**config.mk**
```make
export PLATFORM = sky130hd
export DESIGN_NAME = key_debounce_flat
export DESIGN_NICKNAME = d
export VERILOG_FILES = /design/src/rtl/key_debounce_if.sv /design/src/rtl/key_debounce.sv /design/src/flat_wrapper.sv
export SDC_FILE = /design/constraint.sdc
export NUM_CORES = 1
export LEC_CHECK = 0
export ABC_AREA = 1
export CAP_MARGIN = 20
export CORE_ASPECT_RATIO = 2
export CORE_UTILIZATION = 37
export CTS_CLUSTER_SIZE = 16
export DETAILED_ROUTE_END_ITERATION = 7
export HOLD_SLACK_MARGIN = 0.06
export PLACE_DENSITY_LB_ADDON = 0.08
export REMOVE_ABC_BUFFERS = 1
export SYNTH_ARGS = -nofsm -noshare
export SYNTH_HDL_FRONTEND = slang
export SYNTH_SLANG_ARGS = --single-unit
```
**constraint.sdc**
```tcl
create_clock -name clk -period 3.2 [get_ports clk]
set_input_delay 0.64 -clock clk [delete_from_list [all_inputs] [get_ports clk]]
set_output_delay 0.64 -clock clk [all_outputs]
set_load 0.05 [all_outputs]
```
**src/rtl/key_debounce_if.sv**
```systemverilog
// Key bus between the board pins and the pattern-control logic.
// slave: the debouncer (takes raw pins, drives clean levels/pulses); master: the consumer side.
interface key_debounce_if #(
  parameter int KEY_W = 4
);
  logic [KEY_W-1:0] key_n;
  logic [KEY_W-1:0] key_level;
  logic [KEY_W-1:0] key_press;
  logic [KEY_W-1:0] key_release;
  logic [KEY_W-1:0] key_long;

  modport master (output key_n, input key_level, key_press, key_release, key_long);
  modport slave  (input key_n, output key_level, key_press, key_release, key_long);
endinterface

```
**src/rtl/key_debounce.sv**
```systemverilog
// Per-key synchronizer + debounce/long-press FSM, one lane instance per key.
// Optional auto-repeat of key_press while held past LONG_CYC: define KEY_REPEAT_EN.
module key_debounce_lane #(
  parameter int unsigned DEBOUNCE_CYC = 1,
  parameter int unsigned LONG_CYC     = 1
`ifdef KEY_REPEAT_EN
  , parameter int unsigned REPEAT_CYC = 1
`endif
) (
  input  logic clk,
  input  logic rst_n,
  input  logic key_n_i,
  output logic level_o,
  output logic press_o,
  output logic release_o,
  output logic long_o
);
  typedef enum logic [2:0] {
    ST_IDLE, ST_PRESS_DB, ST_PRESSED, ST_LONG, ST_RELEASE_DB
  } state_e;

  localparam logic [31:0] DEB_LAST  = 32'(DEBOUNCE_CYC - 1);
  localparam logic [31:0] LONG_LAST = 32'(LONG_CYC - 1);

  logic [1:0]  sync_q;
  state_e      state_q, state_d;
  logic [31:0] cnt_q, cnt_d;
  logic        long_flag_q, long_flag_d;
  logic        level_q, level_d;
  logic        press_q, press_d;
  logic        release_q, release_d;
  logic        long_q, long_d;
  logic        s;

  // Synchronizer resets to "released" so nothing fires on reset exit.
  always_ff @(posedge clk or negedge rst_n) begin
    if (!rst_n) sync_q <= 2'b11;
    else        sync_q <= {sync_q[0], key_n_i};
  end

  assign s = ~sync_q[1];

`ifdef KEY_REPEAT_EN
  localparam logic [31:0] REP_LAST = 32'(REPEAT_CYC - 1);
  logic [31:0] rep_q, rep_d;

  always_ff @(posedge clk or negedge rst_n) begin
    if (!rst_n) rep_q <= '0;
    else        rep_q <= rep_d;
  end
`endif

  always_ff @(posedge clk or negedge rst_n) begin
    if (!rst_n) begin
      state_q     <= ST_IDLE;
      cnt_q       <= '0;
      long_flag_q <= 1'b0;
      level_q     <= 1'b0;
      press_q     <= 1'b0;
      release_q   <= 1'b0;
      long_q      <= 1'b0;
    end else begin
      state_q     <= state_d;
      cnt_q       <= cnt_d;
      long_flag_q <= long_flag_d;
      level_q     <= level_d;
      press_q     <= press_d;
      release_q   <= release_d;
      long_q      <= long_d;
    end
  end

  always_comb begin
    state_d     = state_q;
    cnt_d       = cnt_q;
    long_flag_d = long_flag_q;
    level_d     = level_q;
    press_d     = 1'b0;
    release_d   = 1'b0;
    long_d      = 1'b0;
`ifdef KEY_REPEAT_EN
    rep_d       = '0;
`endif
    unique case (state_q)
      ST_IDLE: begin
        if (s) begin
          state_d = ST_PRESS_DB;
          cnt_d   = '0;
        end
      end
      ST_PRESS_DB: begin
        if (!s) begin
          state_d = ST_IDLE;
          cnt_d   = '0;
        end else if (cnt_q == DEB_LAST) begin
          state_d = ST_PRESSED;
          press_d = 1'b1;
          level_d = 1'b1;
          cnt_d   = '0;
        end else begin
          cnt_d = cnt_q + 32'd1;
        end
      end
      ST_PRESSED: begin
        if (!s) begin
          state_d = ST_RELEASE_DB;
          cnt_d   = '0;
        end else if (cnt_q == LONG_LAST) begin
          state_d     = ST_LONG;
          long_d      = 1'b1;
          long_flag_d = 1'b1;
          cnt_d       = '0;
        end else begin
          cnt_d = cnt_q + 32'd1;
        end
      end
      ST_LONG: begin
        if (!s) begin
          state_d = ST_RELEASE_DB;
          cnt_d   = '0;
        end
`ifdef KEY_REPEAT_EN
        else if (rep_q == REP_LAST) begin
          press_d = 1'b1;
        end else begin
          rep_d = rep_q + 32'd1;
        end
`endif
      end
      ST_RELEASE_DB: begin
        // A bounce back to pressed resumes the hold phase with a fresh timer.
        if (s) begin
          state_d = long_flag_q ? ST_LONG : ST_PRESSED;
          cnt_d   = '0;
        end else if (cnt_q == DEB_LAST) begin
          state_d     = ST_IDLE;
          release_d   = 1'b1;
          level_d     = 1'b0;
          long_flag_d = 1'b0;
          cnt_d       = '0;
        end else begin
          cnt_d = cnt_q + 32'd1;
        end
      end
      default: begin
        state_d = ST_IDLE;
        cnt_d   = '0;
      end
    endcase
  end

  assign level_o   = level_q;
  assign press_o   = press_q;
  assign release_o = release_q;
  assign long_o    = long_q;
endmodule

module key_debounce #(
  parameter int          KEY_W        = 4,
  parameter int unsigned DEBOUNCE_CYC = 1_000_000,
  parameter int unsigned LONG_CYC     = 50_000_000,
  parameter int unsigned REPEAT_CYC   = 10_000_000
) (
  input logic         clk,
  input logic         rst_n,
  key_debounce_if.slave kif
);
  if (DEBOUNCE_CYC < 1 || LONG_CYC < 1 || REPEAT_CYC < 1) begin : g_param_chk
    $error("key_debounce: cycle parameters must be >= 1");
  end

  logic [KEY_W-1:0] level, press, rel, lng;

  for (genvar g = 0; g < KEY_W; g++) begin : g_lane
    key_debounce_lane #(
      .DEBOUNCE_CYC (DEBOUNCE_CYC),
      .LONG_CYC     (LONG_CYC)
`ifdef KEY_REPEAT_EN
      , .REPEAT_CYC (REPEAT_CYC)
`endif
    ) u_lane (
      .clk       (clk),
      .rst_n     (rst_n),
      .key_n_i   (kif.key_n[g]),
      .level_o   (level[g]),
      .press_o   (press[g]),
      .release_o (rel[g]),
      .long_o    (lng[g])
    );
  end

  assign kif.key_level   = level;
  assign kif.key_press   = press;
  assign kif.key_release = rel;
  assign kif.key_long    = lng;
endmodule

```
**src/flat_wrapper.sv**
```systemverilog
// flat-port wrapper written by rule: the top's interface ports become plain ports
module key_debounce_flat 
#(
  parameter int          KEY_W        = 4,
  parameter int unsigned DEBOUNCE_CYC = 1_000_000,
  parameter int unsigned LONG_CYC     = 50_000_000,
  parameter int unsigned REPEAT_CYC   = 10_000_000
)
  (clk, rst_n, kif_key_n, kif_key_level, kif_key_press, kif_key_release, kif_key_long);
  key_debounce_if #(.KEY_W(KEY_W)) kif_i ();
  input logic clk;
  input logic rst_n;
  input wire logic [$bits(kif_i.key_n)-1:0] kif_key_n;
  output wire logic [$bits(kif_i.key_level)-1:0] kif_key_level;
  output wire logic [$bits(kif_i.key_press)-1:0] kif_key_press;
  output wire logic [$bits(kif_i.key_release)-1:0] kif_key_release;
  output wire logic [$bits(kif_i.key_long)-1:0] kif_key_long;
  assign kif_i.key_n = kif_key_n;
  assign kif_key_level = kif_i.key_level;
  assign kif_key_press = kif_i.key_press;
  assign kif_key_release = kif_i.key_release;
  assign kif_key_long = kif_i.key_long;
  key_debounce #(.KEY_W(KEY_W), .DEBOUNCE_CYC(DEBOUNCE_CYC), .LONG_CYC(LONG_CYC), .REPEAT_CYC(REPEAT_CYC)) u_core (.clk(clk), .rst_n(rst_n), .kif(kif_i));
endmodule
```
After elaboration in Yosys (flattened, before gate mapping). Index checks and enable logic that the tools add are counted. Widths: inputs -> output; s select.

Shift-type cells: 0. Reduce and logical (&&, ||, !) cells: 28. Muxes and demuxes: 136. Add/subtract/negate cells: 4. Magnitude comparators: 0. Equality and inequality tests: 68. Divide/modulo/power cells: 0. Bitwise logic cells: 0. $mul: 0.

Operator list (number): $mux 32 (28); $pmux 32 s5 (4); $add 32x1->32 const B (4); $eq 32x20->1 const B (4); $eq 32x26->1 const B (4); $mux 3 (32); $ne 2x2->1 const B (32); $mux 1 (60); $pmux 3 s5 (4); $reduce_and 5->1 (12); $ne 3x3->1 const B (12); $eq 3x2->1 const B (8); $pmux 1 s2 (8); $reduce_bool 2->1 (8); $eq 3x1->1 const B (4); $eq 3x3->1 const B (4); $logic_not 3->1 (4); $reduce_and 2->1 (4).

Bits in latches: 0. Register bits after elaboration: 168. Output and inout port bits: 16. Bits in read-only memories: 0. Bits in writable memories: 0. Bits of input ports: 6. Memories: 0.

Longest topological paths before layout. Gate-level depths: netlist of run 1.

Depth after elaboration: 4. Gate-level depth with buffers: 13. Mapped depth without buffers: 13.

Modules after synthesis. Synthesis of run 1 repeated with hierarchy kept, for this count alone.

Cells, all modules: 1889. Area total of the unflattened synthesis: 12080.3 sq um.

By module, submodules not included: key_debounce_lane (u_core.g_lane[1].u_lane ...) (seq. area each 1053.5 sq um, times used 2, area an instance 3030.4 sq um, cells an instance 485); key_debounce_lane (u_core.g_lane[3].u_lane) (seq. area each 1053.5 sq um, times used 1, area an instance 3118.0 sq um, cells an instance 468); key_debounce_lane (u_core.g_lane[0].u_lane) (seq. area each 1053.5 sq um, times used 1, area an instance 2901.5 sq um, cells an instance 451).

Worst setup path before layout of run 1. OpenSTA, ideal clock, no wires.

Path type: reg2reg. Start: register u_core.g_lane[1].u_lane.cnt_q[0]. End: register u_core.g_lane[1].u_lane.state_q[0]. Path buffers: 1. Arrival time: 1.554 ns. Cell stages (with the launch flop): 12. Setup slack: 1.529 ns. Period minus slack after synthesis: 1.671 ns. Library setup time: 0.117 ns. Cells stage by stage: dfrtp_1 ha_1 nand2_2 nor2_4 nand3_2 nor2_1 nand3_2 o21ai_2 nand3_2 buf_6 nand2_1 nand2_1.

Cells in the longest elaborated chain, start to end: 3. Elaborated cells on any way between the ends: 6.

Ends and longest elaborated chain: start, declared (RTL line key_debounce.sv:27) `logic [31:0] cnt_q, cnt_d;`; start signal, assigned (RTL line key_debounce.sv:64) `cnt_q <= cnt_d;`; $eq 32x20->1 / $eq 32x26->1 (equally long branches) (RTL line key_debounce.sv:95, key_debounce.sv:135, key_debounce.sv:108); $ne 3x3->1 (no source line); $reduce_and 5->1 (no source line) (*); end signal, assigned (RTL line key_debounce.sv:63) `state_q <= state_d;`; end, declared (RTL line key_debounce.sv:26) `state_e state_q, state_d;`.

Every way passes the cells marked *; elsewhere a longest branch is shown, timed or not. A chain may end at the register's enable or synchronous reset.

Worst setup path in the final report of run 1.
Start: register u_core.g_lane[1].u_lane.level_q. End: output port kif_key_level[1].

RTL lines: start, declared (RTL line key_debounce.sv:29) `logic level_q, level_d;`; start signal, assigned (RTL line key_debounce.sv:66) `level_q <= level_d;`; end, declared (RTL line flat_wrapper.sv:14) `output wire logic [$bits(kif_i.key_level)-1:0] kif_key_level;`.

No word-level cell between the ends.

==> results of run 1 <==
==> layer usage <==
layer | track usage (%) | vias up | share of wire [%]
met2 | 43.9 | 234 | 54
met1 | 23.5 | 5022 | 38
met5 | 0 | - | 0
met3 | 2.64 | 103 | 2.4
li1 | - | 5344 | -
met4 | 13.9 | 0 | 5.3
==> worst max-delay path by stage <==
stage / to / slack, ns
floorplan: u_core.g_lane[1].u_lane.cnt_q[9]$_DFFE_PN0P_ / 1.34
global placement: u_core.g_lane[1].u_lane.cnt_q[9]$_DFFE_PN0P_ / 1.08
detailed placement: u_core.g_lane[2].u_lane.cnt_q[7]$_DFFE_PN0P_ / 1.01
CTS: kif_key_level[1] / 0.86
global route: u_core.g_lane[2].u_lane.cnt_q[7]$_DFFE_PN0P_ / 0.79
finish: kif_key_level[1] / 0.90
==> report_power, final <==
group          leakage, nW  internal [W]  switching, W
sequential            2.27       0.00226      0.000119
clock                0.277       0.00111      0.000999
combinational         3.07      0.000367       0.00117
total                 5.62       0.00374       0.00228
==> state kept, by name (all words and copies together) (netlist names) <==
signal	flops
u_core.g_lane.u_lane.cnt_q	128
u_core.g_lane.u_lane.level_o	4
u_core.g_lane.u_lane.long_flag_q	4
u_core.g_lane.u_lane.long_o	4
u_core.g_lane.u_lane.press_o	4
u_core.g_lane.u_lane.release_o	4
u_core.g_lane.u_lane.state_q	12
u_core.g_lane.u_lane.sync_q	8
==> stage by stage <==
stage	hold slack [ns]	cells
5_1_grt	0.178	2073
3_5_place_dp	0.349	2041
2_1_floorplan	0.344	1643
3_3_place_gp	0.347	2041
6_report	0.143	2073
4_1_cts	0.162	2073
==> worst reg2reg max path, cell delays in order (launching register included) <==
cell and delay (ns):
dfrtp_1 0.46, nor2_1 0.22, nand3_1 0.11, nor2_1 0.19, nand3_1 0.15, o22ai_2 0.24
nand3_2 0.34, inv_1 0.31, nor2_1 0.06
==> final cells by class <==
type	count	area [um2]
Tap cell	368	460
Timing Repair Buffer	30	307
Multi-Input combinational cell	1249	5980
Fill cell	3299	17800
Clock buffer	19	443
Sequential cell	168	4210
Inverter	226	848
Clock inverter	13	129
==> synthesized netlist by cell type, drive strengths merged (2+ instances only) <==
cell	n
o21ai	64
inv	225
buf	46
a31oi	2
nor3b	2
xor2	62
o21bai	2
a21oi	21
o31ai	2
nand2	493
nand4	61
ha	4
nor3	75
dfstp	8
nand3	143
o211ai	2
dfrtp	160
a21boi	3
o22ai	3
or2	5
nor2	279
nor4	7
clkbuf	3
xnor2	4
nand3b	8
a211oi	2
==> cell families after synthesis <==
logic type / after synthesis / synth area share [%]
xor gates and xnor gates: 66 / 5.08
DFF: 168 / 37.1
buffers and inverters: 275 / 10.3
AOI/OAI and AO/OA: 104 / 5.09
and+or+nand+nor: 1075 / 42.0
adders and majority gates: 4 / 0.440
==> results.txt, run 1 <==
status - finished, final reports clean
IO Port Bufs - 21
first-pass GRT wire length - 56500 um
Post-synth EDFFs - 0
synth top area cells - dfrtp_1 (35%), nand2_1 (16%), nor2_1 (8.7%)
Final Util - 41.0%
post-layout instance area - 12400 um2
CP delay by family, top - buffers and inverters
Routed Antenna Nets - 0
fin worst setup slack - 0.897 ns
Synth area leader - dfrtp_1
drt wl/cell - 16.6 um
initial antenna violation count - 0
Post-CTS Setup Repair Bufs - 0
commonest non-fill, non-tap cells in the layout - nand2_1 (480), nor2_1 (265), inv_1 (206)
post-synth cell types - 48
die height - 250 um
H-Tree Depth - 4
final hold violation count - 0
fin nets - 1702
CP Depth - 1
CTS Buffer Depth - 2
ant diodes - 0
I/O Pins - 22
CP required - 2.56 ns
GP Congestion - 0.944
mapped cell area - 11400 um2
total core area - 30200 um2
Synth Flop Type - dfrtp_1
vias in the first global route - 11000
Total Die Area - 31500 um2
max_slew headroom - 55.6%
unrepaired setup endpoints after global routing - no
area growth from synthesis to layout - 8.90%
CTS tree - done
Power Dens Cells - 486 nW/um2
CTS Buf Count - 17
post-synth top area share - 35.2%
critical path endpoint category - output port
clk sink count - 168
Leak - 5.62 nW
Reg-to-Reg Start - u_core.g_lane[2].u_lane.cnt_q[11]$_DFFE_PN0P_
Final Critical Period - 2.30 ns
root buffer cell - clkbuf_16
Worst Skew - 0.0120 ns
Crit-path slowest cell - clkdlybuf4s50_1
average via count per standard cell - 5.16
Setup-failing EPs final - 0
Clock Pin Slew Worst Setup and Hold Paths - 0.07 ns
dpl ws - 1.01 ns
Startpoint Class - flop
Hold Crit Class - input pin to asynchronous set/reset pin
r2r endpoint - u_core.g_lane[2].u_lane.cnt_q[10]$_DFFE_PN0P_
setup tns final - 0 ns
DRC viols - 0
MaxCap Viol Count - 0
Critical Path Fanout Max - 3
Buf/Inv on CP - 1
Initial Util - 37.7%
crit path from - u_core.g_lane[1].u_lane.level_o$_DFFE_PN0P_
Post-CTS Resized - 0
GRT overflow - 0
WL final - 34500 um
Post-DP Area - 11800 um2
pin count of the biggest net entering global routing - 55
total power - 0.00602 W
share of synthesized flip-flops with an asynchronous set or reset - 100%
Worst Tran Pin Value - 0.666 ns
Die X - 126 um
fmax - 434 MHz
CP max stage delay - 0.82 ns
Synth Instances - 1692
Site Rows - 90
Worst VDD drop - 0.407 mV
commonest non-fill, non-tap cell in the layout - nand2_1
dpl hpwl - 26700 um
Ys Warns - 0
initial DRC count - 599
Via Count - 10700
Worst-Skew Late Latency - 0.46 ns
GRT Total Usage - 23.0%
critical-path cell list - clkdlybuf4s50_1
Yosys reg bits - 168
worst path arrival time - 1.66 ns
worst r2r path cells - 8
fraction of layout cells with a size suffix above 1 - 7.10%
Final Max Slew Viols - 0
first-pass iteration count of the detailed router - 5
worst setup path category - flop to output port
Syn Area/Cell - 6.72 um2
Period Utilization, post-route - 72.0%
R2R Setup Slk - 1.00 ns
Post-CTS Hold Buffers - 0
register area share after synthesis - 37.1%
Power figures use the tool's default switching activity.
==> inputs of run 2 (changes only) <==
- clock period: 3.2 -> 2 ns (I/O delays scaled with it)
==> run 2 against run 1 <==
Cell area rose by 9.0%. Largest power group unchanged. Largest cell class unchanged. First-iteration DRC count increased by 9.5%. Critical endpoint is now u_core.g_lane[2].u_lane.cnt_q[0]$_DFFE_PN0P_. Register-to-register slack worse by 0.91 ns. Total power grew 72%.
==> results.txt, run 2 (synthesis gave the netlist of run 1 again) <==
I/O Pins - 22 (unchanged)
Die X - 126 um (unchanged)
CTS Buffer Depth - 2 (unchanged)
Largest Register - u_core.g_lane.u_lane.cnt_q
GRT Total Usage - 23.0% (-0.049 points)
vias in the first global route - 11000 (-0.77%)
Final Max Slew Viols - 0 (unchanged)
H-Tree Depth - 4 (unchanged)
Power Dens Cells - 768 nW/um2 (+58%)
area growth from synthesis to layout - 18.7%
average via count per standard cell - 5.04 (-2.4%)
Clock Pin Slew Worst Setup and Hold Paths - 0.08 ns (about the same)
Post-Layout Cell Count - 2181 (+5.2%)
IO Port Bufs - 21 (unchanged)
DRC viols - 0 (unchanged)
worst path arrival time - 2.27 ns (+0.61 ns)
clk sink count - 168 (unchanged)
status - finished, final reports clean
max FFs per register - 128 (unchanged)
Site Rows - 90 (unchanged)
GRT overflow - 0 (unchanged)
CTS Buf Count - 17 (unchanged)
pin count of the biggest net entering global routing - 43 (-22%)
Final Util - 44.7% (+3.7 points)
root buffer cell - clkbuf_16
Inst Count DP - 2138 (+4.8%)
max_slew headroom - 66.0% (+10 points)
fin nets - 1810 (+6.3%)
Startpoint Class - flop
Via Count - 11000 (+2.7%)
post-layout instance area - 13500 um2 (+9.0%)
first-pass GRT wire length - 56300 um (-0.24%)
Post-DP Area - 12600 um2 (+6.4%)
Worst VDD drop - 0.702 mV (+73%)
Routed Antenna Nets - 0 (unchanged)
Leak - 6.32 nW (+12%)
WL final - 34500 um (about the same)
Worst-Skew Late Latency - 0.47 ns (about the same)
Total Die Area - 31500 um2 (unchanged)
Setup-failing EPs final - 0 (unchanged)
Top Registers - u_core.g_lane.u_lane.cnt_q: 128 flops, u_core.g_lane.u_lane.state_q: 12 flops, u_core.g_lane.u_lane.sync_q: 8 flops
unrepaired setup endpoints after global routing - yes
Period Utilization, post-route - 95.4%
die height - 250 um (unchanged)
drt wl/cell - 15.8 um (-5.0%)
fmax - 524 MHz
Initial Util - 37.7% (unchanged)
Hold Crit Class - input pin to flop
initial DRC count - 656 (+9.5%)
MaxCap Viol Count - 0 (unchanged)
Worst Skew - 0.0151 ns (+0.00302 ns)
CP required - 2.37 ns (-0.19 ns)
commonest non-fill, non-tap cells in the layout - nand2_1 (476), nor2_1 (245), inv_1 (198)
Critical Path Fanout Max - 17 (+14)
critical path endpoint category - flop
final hold violation count - 0 (unchanged)
Final Critical Period - 1.91 ns
worst setup path category - flop to flop
fraction of layout cells with a size suffix above 1 - 15.4% (+8.3 points)
commonest non-fill, non-tap cell in the layout - nand2_1
GP Congestion - 0.978 (+3.6%)
ant diodes - 0 (unchanged)
initial antenna violation count - 0 (unchanged)
setup tns final - 0 ns (unchanged)
CTS tree - done
total core area - 30200 um2 (unchanged)
dpl hpwl - 27500 um (+2.8%)
Worst Tran Pin Value - 0.510 ns (-0.156 ns)
first-pass iteration count of the detailed router - 5 (unchanged)
run 2: where the power goes:
part,internal [W],leakage (nW),total (W),switching (W)
clock network,0.00203,0.306,0.00362,0.00158
registers,0.00361,2.26,0.00379,0.000181
logic,0.000978,3.76,0.00295,0.00197
total,0.00662,6.32,0.0104,0.00374
run 2: path summary, 6_finish.rpt:
kind	from	endpoint	slack [ns]	cells after the start
setup / recovery	u_core.g_lane[2].u_lane.cnt_q[12]$_DFFE_PN0P_	u_core.g_lane[2].u_lane.cnt_q[0]$_DFFE_PN0P_	0.09	7
hold / removal	kif_key_n[3]	u_core.g_lane[3].u_lane.sync_q[0]$_DFF_PN1_	0.34	1
setup reg to reg	u_core.g_lane[2].u_lane.cnt_q[12]$_DFFE_PN0P_	u_core.g_lane[2].u_lane.cnt_q[0]$_DFFE_PN0P_	0.09	7
hold reg to reg	u_core.g_lane[1].u_lane.sync_q[0]$_DFF_PN1_	u_core.g_lane[1].u_lane.sync_q[1]$_DFF_PN1_	0.36	0
max in group asynchronous	rst_n	u_core.g_lane[1].u_lane.sync_q[0]$_DFF_PN1_	0.92	3
min in group asynchronous	rst_n	u_core.g_lane[2].u_lane.cnt_q[1]$_DFFE_PN0P_	0.42	2
run 2: per-stage QoR:
stage               hold WS (ns)  total power (W)  setup slack, ns
floorplan                  0.104          0.00540            0.137
global placement           0.346          0.00664          -0.0410
detailed placement         0.349          0.00666          -0.0582
CTS                        0.319           0.0104         0.000251
global route               0.336           0.0109          -0.0164
finish                     0.336           0.0104           0.0925
run 2: critical path, cell delays in order, from the launching register on:
cell and delay, ns:
dfrtp_1 0.51, nand4_1 0.28, nor3_4 0.25, nand3_2 0.16, nand2_2 0.13, buf_4 0.14
nand2_4 0.14, o21a_1 0.21
run 2: area by class of cell:
| cell class | instances | area, um2 |
|---|---|---|
| clock buffers | 18 | 439 |
| clock inverters | 14 | 186 |
| fillers | 3212 | 16700 |
| inverters | 226 | 853 |
| multi-input cells | 1250 | 6190 |
| flip-flops and latches | 168 | 4220 |
| well taps | 368 | 460 |
| repair buffers | 137 | 1140 |
run 2: timing repair:
| action | CTS | global route |
|---|---|---|
| hold buffers | 1 | 0 |
| gates cloned | 1 | 0 |
| hold endpoints to repair | 33 | 0 |
| buffers inserted | 0 | 9 |
| pin swaps | 2 | 6 |
| setup endpoints to repair | 48 | 111 |
| gates resized for setup | 13 | 68 |
run 2: per-layer routing:
metal	GRT usage (%)	wire length, um
met5	0	0
met4	14.5	2010
met3	2.70	621
met2	43.2	18700
met1	23.6	13100
